==> src/rtl/breath_envelope_gen.sv <==
// breath_envelope_gen: trapezoidal rise/hold/fall/hold brightness envelope.
// The envelope value is only presented to the scan driver on frame_sync, so
// brightness never changes mid-frame.
// Latency: 1 clk from frame_sync to brightness change; no backpressure.
// Ports: clk, rst (sync, active-high), en (freezes prescaler/level/state),
//   frame_sync (row-wrap pulse), brightness/brightness_upd (latched output),
//   phase (0 RISE, 1 HOLD_HIGH, 2 FALL, 3 HOLD_LOW), cycle_done (period pulse).
// Optional: define BREATH_GAMMA_EN to gamma-correct the latched brightness.
module breath_envelope_gen #(
  parameter int WIDTH       = 8,
  parameter int STEP_CYCLES = 195312,
  parameter int HOLD_STEPS  = 16,
  parameter int MAX_LEVEL   = 255,
  parameter int MIN_LEVEL   = 0
) (
  input  logic             clk,
  input  logic             rst,
  input  logic             en,
  input  logic             frame_sync,
  output logic [WIDTH-1:0] brightness,
  output logic             brightness_upd,
  output logic [1:0]       phase,
  output logic             cycle_done
);

  localparam int CW = (STEP_CYCLES > 1) ? $clog2(STEP_CYCLES) : 1;
  localparam int HW = (HOLD_STEPS > 0) ? $clog2(HOLD_STEPS + 1) : 1;
  localparam logic [CW-1:0]    CNT_LAST  = CW'(STEP_CYCLES - 1);
  localparam logic [HW-1:0]    HOLD_LAST = HW'(HOLD_STEPS);
  localparam logic [WIDTH-1:0] MAX_L     = WIDTH'(MAX_LEVEL);
  localparam logic [WIDTH-1:0] MIN_L     = WIDTH'(MIN_LEVEL);

  typedef enum logic [1:0] {
    RISE      = 2'd0,
    HOLD_HIGH = 2'd1,
    FALL      = 2'd2,
    HOLD_LOW  = 2'd3
  } state_t;

  state_t           state_q, state_d;
  logic [CW-1:0]    cnt_q, cnt_d;
  logic [HW-1:0]    hold_q, hold_d;
  logic [WIDTH-1:0] level_q, level_d;
  logic [WIDTH-1:0] brightness_q, brightness_d;
  logic             upd_q, upd_d;
  logic             cycle_done_q, cycle_done_d;
  logic [1:0]       phase_q, phase_d;
  logic             step_tick;
  logic [WIDTH-1:0] latch_val;
`ifdef BREATH_GAMMA_EN
  logic [2*WIDTH-1:0] sq;
`endif

  always_comb begin
    cnt_d        = cnt_q;
    hold_d       = hold_q;
    level_d      = level_q;
    state_d      = state_q;
    cycle_done_d = 1'b0;

    step_tick = en && (cnt_q == CNT_LAST);
    if (en) begin
      cnt_d = step_tick ? '0 : cnt_q + CW'(1);
    end

    if (step_tick) begin
      case (state_q)
        RISE: begin
          if (level_q < MAX_L) level_d = level_q + WIDTH'(1);
          if (level_d == MAX_L) state_d = (HOLD_STEPS == 0) ? FALL : HOLD_HIGH;
        end
        HOLD_HIGH: begin
          hold_d = hold_q + HW'(1);
          if (hold_d == HOLD_LAST) begin
            hold_d  = '0;
            state_d = FALL;
          end
        end
        FALL: begin
          if (level_q > MIN_L) level_d = level_q - WIDTH'(1);
          if (level_d == MIN_L) begin
            if (HOLD_STEPS == 0) begin
              state_d      = RISE;
              cycle_done_d = 1'b1;
            end else begin
              state_d = HOLD_LOW;
            end
          end
        end
        default: begin // HOLD_LOW
          hold_d = hold_q + HW'(1);
          if (hold_d == HOLD_LAST) begin
            hold_d       = '0;
            state_d      = RISE;
            cycle_done_d = 1'b1;
          end
        end
      endcase
    end

    // Latch uses the pre-step level, so a coincident step shows up one frame later.
`ifdef BREATH_GAMMA_EN
    // (l*l + 2^W-1) >> W: rounds up so any nonzero level stays visible.
    sq = {{WIDTH{1'b0}}, level_q} * {{WIDTH{1'b0}}, level_q}
         + {{WIDTH{1'b0}}, {WIDTH{1'b1}}};
    latch_val = WIDTH'(sq >> WIDTH);
`else
    latch_val = level_q;
`endif
    brightness_d = frame_sync ? latch_val : brightness_q;
    upd_d        = frame_sync;
    phase_d      = state_d;
  end

  always_ff @(posedge clk) begin
    if (rst) begin
      state_q      <= RISE;
      cnt_q        <= '0;
      hold_q       <= '0;
      level_q      <= MIN_L;
      brightness_q <= MIN_L;
      upd_q        <= 1'b0;
      cycle_done_q <= 1'b0;
      phase_q      <= 2'd0;
    end else begin
      state_q      <= state_d;
      cnt_q        <= cnt_d;
      hold_q       <= hold_d;
      level_q      <= level_d;
      brightness_q <= brightness_d;
      upd_q        <= upd_d;
      cycle_done_q <= cycle_done_d;
      phase_q      <= phase_d;
    end
  end

  assign brightness     = brightness_q;
  assign brightness_upd = upd_q;
  assign phase          = phase_q;
  assign cycle_done     = cycle_done_q;

endmodule

==> config.mk <==
export PLATFORM = sky130hd
export DESIGN_NAME = breath_envelope_gen
export DESIGN_NICKNAME = d
export VERILOG_FILES = /design/src/rtl/breath_envelope_gen.sv
export SDC_FILE = /design/constraint.sdc
export NUM_CORES = 1
export LEC_CHECK = 0
export ABC_AREA = 1
export ABC_CLOCK_PERIOD_IN_PS = 2300
export CAP_MARGIN = 30
export CORE_UTILIZATION = 50
export CTS_BUF_LIST = sky130_fd_sc_hd__clkbuf_4
export CTS_CLUSTER_DIAMETER = 80
export DETAILED_ROUTE_END_ITERATION = 8
export GPL_TIMING_DRIVEN = 0
export PLACE_DENSITY = 0.69
export SYNTH_ARGS = -nofsm -noshare
export SYNTH_HDL_FRONTEND = slang
export SYNTH_SLANG_ARGS = --single-unit
==> constraint.sdc <==
create_clock -name clk -period 2.3 [get_ports clk]
set_input_delay 0.69 -clock clk [delete_from_list [all_inputs] [get_ports clk]]
set_output_delay 0.69 -clock clk [all_outputs]
set_load 0.03 [all_outputs]
==> impl_results.html <==
<table>
<tr><th>Metric</th><th>Value</th></tr>
<tr><th colspan="2">Placed design</th></tr>
<tr><td>Final estimated routing congestion in global placement</td><td>0.8788</td></tr>
<tr><td>Area of placed instances</td><td>0.002781 mm^2</td></tr>
<tr><td>Post-detail-place hpwl</td><td>4156 um</td></tr>
<tr><td>Buffers on Ports</td><td>14</td></tr>
<tr><td>Cells after DPL</td><td>456</td></tr>
<tr><th colspan="2">Setup path</th></tr>
<tr><td>Critical-path maximum fanout</td><td>4</td></tr>
<tr><td>Startpoint of the most critical setup path</td><td>phase[1]$_SDFFE_PP0P_</td></tr>
<tr><td>Kind of cell with the highest combined delay on the critical path</td><td>buffers and inverters</td></tr>
<tr><td>Startpoint class of the critical path</td><td>flip-flop</td></tr>
<tr><td>CP Capture Type</td><td>output pin</td></tr>
<tr><td>Reg-to-reg setup timing slack</td><td>0.29 ns</td></tr>
<tr><td>Endpoint arrival time on the critical path</td><td>1.43 ns</td></tr>
<tr><td>Critical setup path kind</td><td>flip-flop to output pin</td></tr>
<tr><td>Worst reg2reg path startpoint</td><td>latch_val[0]$_SDFFE_PP0P_</td></tr>
<tr><td>Cell chain of the critical path</td><td>clkdlybuf4s50_1</td></tr>
<tr><td>Critical R2R Capture</td><td>phase[1]$_SDFFE_PP0P_</td></tr>
<tr><td>Worst Reg2Reg Path Length in Cells</td><td>13</td></tr>
<tr><td>Required time worst endpoint</td><td>1.61 ns</td></tr>
<tr><td>Slowest Stage Delay on Critical Path</td><td>0.69 ns</td></tr>
<tr><td>Slowest library cell on the worst path</td><td>sky130_fd_sc_hd__clkdlybuf4s50_1</td></tr>
<tr><td>Critical path depth in cells</td><td>1</td></tr>
<tr><td>Number of buffer and inverter stages on the critical path</td><td>1</td></tr>
<tr><td>Endpoint of the most critical setup path</td><td>phase[1]</td></tr>
<tr><th colspan="2">Pwr</th></tr>
<tr><td>Total power</td><td>0.001314 W</td></tr>
<tr><td>Leakage power figure</td><td>1.146 nW</td></tr>
<tr><td>Power density relative to cell area</td><td>460.0 mW/mm^2</td></tr>
<tr><td>Peak VDD IR</td><td>0.0004056 V</td></tr>
<tr><th colspan="2">Logic synthesis</th></tr>
<tr><td>Number of warnings printed during yosys synthesis</td><td>0</td></tr>
<tr><td>Area of the mapped netlist</td><td>0.002557 mm^2</td></tr>
<tr><td>Synth Instances</td><td>375</td></tr>
<tr><td>Post-synth top area share</td><td>33.66%</td></tr>
<tr><td>Part of the Yosys area used for sequential elements</td><td>33.66%</td></tr>
<tr><td>Ranking of synthesized cells by area</td><td>sky130_fd_sc_hd__dfxtp_1, sky130_fd_sc_hd__nand2_1, sky130_fd_sc_hd__nand3_1</td></tr>
<tr><td>Number of library cell types mapped by synthesis</td><td>38</td></tr>
<tr><td>Async set-or-reset flop fraction in the synthesized netlist</td><td>0%</td></tr>
<tr><td>Most area-hungry cell type in the Yosys netlist</td><td>sky130_fd_sc_hd__dfxtp_1</td></tr>
<tr><td>Top_reg_cell synth</td><td>sky130_fd_sc_hd__dfxtp_1</td></tr>
<tr><td>Avg Synthesized Cell Area</td><td>6.820 um^2</td></tr>
<tr><td>Number of synthesized flops with an enable pin</td><td>0</td></tr>
<tr><td>Total of flip-flops plus latches after synthesis</td><td>43</td></tr>
<tr><td>Post-Synthesis Net Count</td><td>389</td></tr>
<tr><th colspan="2">Die</th></tr>
<tr><td>Area of the die</td><td>0.005405 mm^2</td></tr>
<tr><td>Number of placed I/O pins</td><td>16</td></tr>
<tr><td>Placeable Area</td><td>0.004817 mm^2</td></tr>
<tr><td>Starting density of the core</td><td>53.09%</td></tr>
<tr><td>Number of rows created at floorplan</td><td>25</td></tr>
<tr><td>Height of the chip</td><td>73.52 um</td></tr>
<tr><td>Die W</td><td>73.52 um</td></tr>
<tr><th colspan="2">Finish</th></tr>
<tr><td>Commonest non-fill, non-tap cell in the layout</td><td>sky130_fd_sc_hd__nand2_1</td></tr>
<tr><td>Signed area change from the synthesized netlist to the final layout</td><td>11.69%</td></tr>
<tr><td>Diode insertion count for antenna repair</td><td>0</td></tr>
<tr><td>Final design instance area without fill</td><td>0.002856 mm^2</td></tr>
<tr><td>Layout net count</td><td>410</td></tr>
<tr><td>Count of placed standard cells in the final layout, fillers left out</td><td>463</td></tr>
<tr><td>Commonest cells after routing, fill and taps aside</td><td>sky130_fd_sc_hd__nand2_1, sky130_fd_sc_hd__dfxtp_1, sky130_fd_sc_hd__nor2_1</td></tr>
<tr><td>Share of post-route cells with drive strength above 1</td><td>10.61%</td></tr>
<tr><th colspan="2">Global routing</th></tr>
<tr><td>Via count of the first global-routing pass</td><td>2,146</td></tr>
<tr><td>Wire length of the first global-routing pass</td><td>9611 um</td></tr>
<tr><td>Largest net degree at the start of global routing</td><td>13</td></tr>
<tr><td>Number of antenna violations at the first check in global routing</td><td>0</td></tr>
<tr><td>GRT Overall Usage</td><td>22.95%</td></tr>
<tr><td>Total global routing overflow</td><td>0</td></tr>
<tr><th colspan="2">Timing</th></tr>
<tr><td>Worst clock skew</td><td>0.007068 ns</td></tr>
<tr><td>Headroom to the max-slew limit</td><td>60.36%</td></tr>
<tr><td>Slew at the pin closest to its max-slew limit</td><td>0.5924 ns</td></tr>
<tr><td>Highest clock frequency the design can meet</td><td>472.4 MHz</td></tr>
<tr><td>Final count of hold timing violations</td><td>0</td></tr>
<tr><td>Final critical path time including I/O delays and setup</td><td>2.117 ns</td></tr>
<tr><td>Setup TNS after final layout</td><td>0 ns</td></tr>
<tr><td>RSZ-0062 raised after global routing</td><td>no</td></tr>
<tr><td>Final-report setup violation count</td><td>0</td></tr>
<tr><td>Final period utilization</td><td>92.04%</td></tr>
<tr><td>Count of pins over their slew limit</td><td>0</td></tr>
<tr><th colspan="2">Hold path</th></tr>
<tr><td>Classification of the worst-slack hold path</td><td>flip-flop to flip-flop</td></tr>
<tr><th colspan="2">Drt</th></tr>
<tr><td>Highest metal layer used by the detailed router</td><td>met4</td></tr>
<tr><td>Vias post-DR</td><td>2,407</td></tr>
<tr><td>Antenna Nets Post-Route</td><td>0</td></tr>
<tr><td>Total length of routed wires</td><td>5539 um</td></tr>
<tr><td>Routed length per instance</td><td>11.96 um</td></tr>
<tr><td>DRC violation count after routing</td><td>0</td></tr>
<tr><td>Wire length on met1</td><td>2835 um</td></tr>
<tr><td>Starting DRC count in detailed routing</td><td>114</td></tr>
<tr><td>Met3 wire length</td><td>297 um</td></tr>
<tr><td>Number of iterations in the first detailed-routing pass</td><td>4</td></tr>
<tr><td>Met2 wire length</td><td>2334 um</td></tr>
<tr><td>Per-cell via count in the routed design</td><td>5.199</td></tr>
<tr><th colspan="2">Clock network</th></tr>
<tr><td># hold bufs at CTS</td><td>0</td></tr>
<tr><td>Clock tree from TritonCTS</td><td>done</td></tr>
<tr><td>Latest clock arrival within the worst-skew pair</td><td>0.35 ns</td></tr>
<tr><td>Setup Buffers After CTS</td><td>0</td></tr>
<tr><td>H-tree depth</td><td>2</td></tr>
<tr><td>Clk pin slew, worst setup/hold paths</td><td>0.13 ns</td></tr>
<tr><td>Number of CTS-inserted buffers</td><td>5</td></tr>
<tr><td>CTS Sinks</td><td>43</td></tr>
<tr><td>Max Buffers Root-to-Sink</td><td>2</td></tr>
<tr><td>Post-cts sizing count</td><td>0</td></tr>
<tr><td>Cell at the root of the clock tree</td><td>sky130_fd_sc_hd__clkbuf_4</td></tr>
<tr><th colspan="2">Run status</th></tr>
<tr><td>Status</td><td>finished clean</td></tr>
<tr><th colspan="2">Job</th></tr>
<tr><td>Max-cap viol count</td><td>0</td></tr>
</table>
==> through the flow <==
| stage | hold WS, ns | util [%] | setup WS [ns] |
|---|---|---|---|
| after floorplan | 0.4244 | - | 0.3905 |
| after global placement | 0.4365 | 57.74 | 0.02399 |
| after CTS | 0.4674 | 59.30 | 0.1635 |
| after global routing | 0.4877 | 59.30 | 0.06809 |
| final | 0.4704 | 59.30 | 0.1830 |
| after detailed placement | 0.4459 | 57.74 | 0.01028 |
==> cells by family after synthesis <==
logic type | share of synthesized area (%)
fa+ha+maj | 4.892
flops | 33.66
buf+inv | 7.632
simple gates | 36.64
xor+xnor | 4.110
compound gates | 13.06
==> where the power goes <==
group / total, W / internal (W) / switching (W)
combinational: 0.0000776 / 0.0000280 / 0.0000496
clock: 0.000475 / 0.000236 / 0.000239
sequential: 0.000762 / 0.000755 / 0.00000615
==> layer usage <==
metal	global-route usage (%)	vias to the layer above
li1	-	1280
met1	32.40	1063
met2	35.47	58
met3	4.115	6
met4	7.051	0
met5	0	-
==> state kept, by name, summed over array words and instances (netlist names) <==
name            count
latch_val           8
brightness_upd      1
hold_q              5
cycle_done          1
cnt_q              18
brightness          8
phase               2
==> final cells by class <==
type | count | area (um^2)
inverter | 41 | 156.4
clock inverter | 1 | 30.03
multi-input combinational | 284 | 1501
clock buffer | 6 | 45.04
fill | 493 | 1961
buffer | 7 | 38.79
timing repair buffer | 14 | 140.1
sequential | 43 | 860.8
tap | 67 | 83.83
==> Yosys cell counts (2+ instances only) <==
master                     instances
sky130_fd_sc_hd__o21ai_2           2
sky130_fd_sc_hd__nand2_4           2
sky130_fd_sc_hd__dfxtp_1          43
sky130_fd_sc_hd__nand4_1           6
sky130_fd_sc_hd__nor3_1           10
sky130_fd_sc_hd__inv_2            10
sky130_fd_sc_hd__o21ai_0          15
sky130_fd_sc_hd__nor2_4            3
sky130_fd_sc_hd__nor2_1           41
sky130_fd_sc_hd__clkbuf_1          4
sky130_fd_sc_hd__a31oi_1           4
sky130_fd_sc_hd__inv_1            29
sky130_fd_sc_hd__xor2_1           11
sky130_fd_sc_hd__nor2_2            5
sky130_fd_sc_hd__nand3_1          32
sky130_fd_sc_hd__ha_1             10
sky130_fd_sc_hd__nand2_1          90
sky130_fd_sc_hd__nand2_2           3
sky130_fd_sc_hd__a21oi_1          26
sky130_fd_sc_hd__o21ai_1           7
sky130_fd_sc_hd__nor3_2            2
sky130_fd_sc_hd__a221oi_1          2
sky130_fd_sc_hd__nor4_1            3
==> how the worst min path moves through the flow <==
stage / startpoint / endpoint / slack [ns] / cells past startpoint
floorplan: cnt_q[13]$_SDFFE_PP0P_ / cnt_q[13]$_SDFFE_PP0P_ / 0.42 / 1
global placement: cnt_q[13]$_SDFFE_PP0P_ / cnt_q[13]$_SDFFE_PP0P_ / 0.44 / 1
detailed placement: cnt_q[13]$_SDFFE_PP0P_ / cnt_q[13]$_SDFFE_PP0P_ / 0.45 / 1
CTS: cnt_q[13]$_SDFFE_PP0P_ / cnt_q[13]$_SDFFE_PP0P_ / 0.47 / 1
global route: cnt_q[13]$_SDFFE_PP0P_ / cnt_q[13]$_SDFFE_PP0P_ / 0.49 / 1
finish: cnt_q[13]$_SDFFE_PP0P_ / cnt_q[13]$_SDFFE_PP0P_ / 0.47 / 1
==> worst reg2reg max path, stage by stage, from the launching register on <==
cell and delay (ns):
sky130_fd_sc_hd__dfxtp_1 0.41, sky130_fd_sc_hd__inv_2 0.16, sky130_fd_sc_hd__ha_1 0.15, sky130_fd_sc_hd__nor3b_2 0.29
sky130_fd_sc_hd__nand2_4 0.15, sky130_fd_sc_hd__nand3_1 0.15, sky130_fd_sc_hd__nand2_1 0.07, sky130_fd_sc_hd__nor2_1 0.14
sky130_fd_sc_hd__nand2_1 0.06, sky130_fd_sc_hd__nand2_1 0.09, sky130_fd_sc_hd__nand3_1 0.11, sky130_fd_sc_hd__nand2_1 0.08
sky130_fd_sc_hd__inv_1 0.04, sky130_fd_sc_hd__nor2_1 0.08
Note: power is estimated with default switching activity, not from simulation.
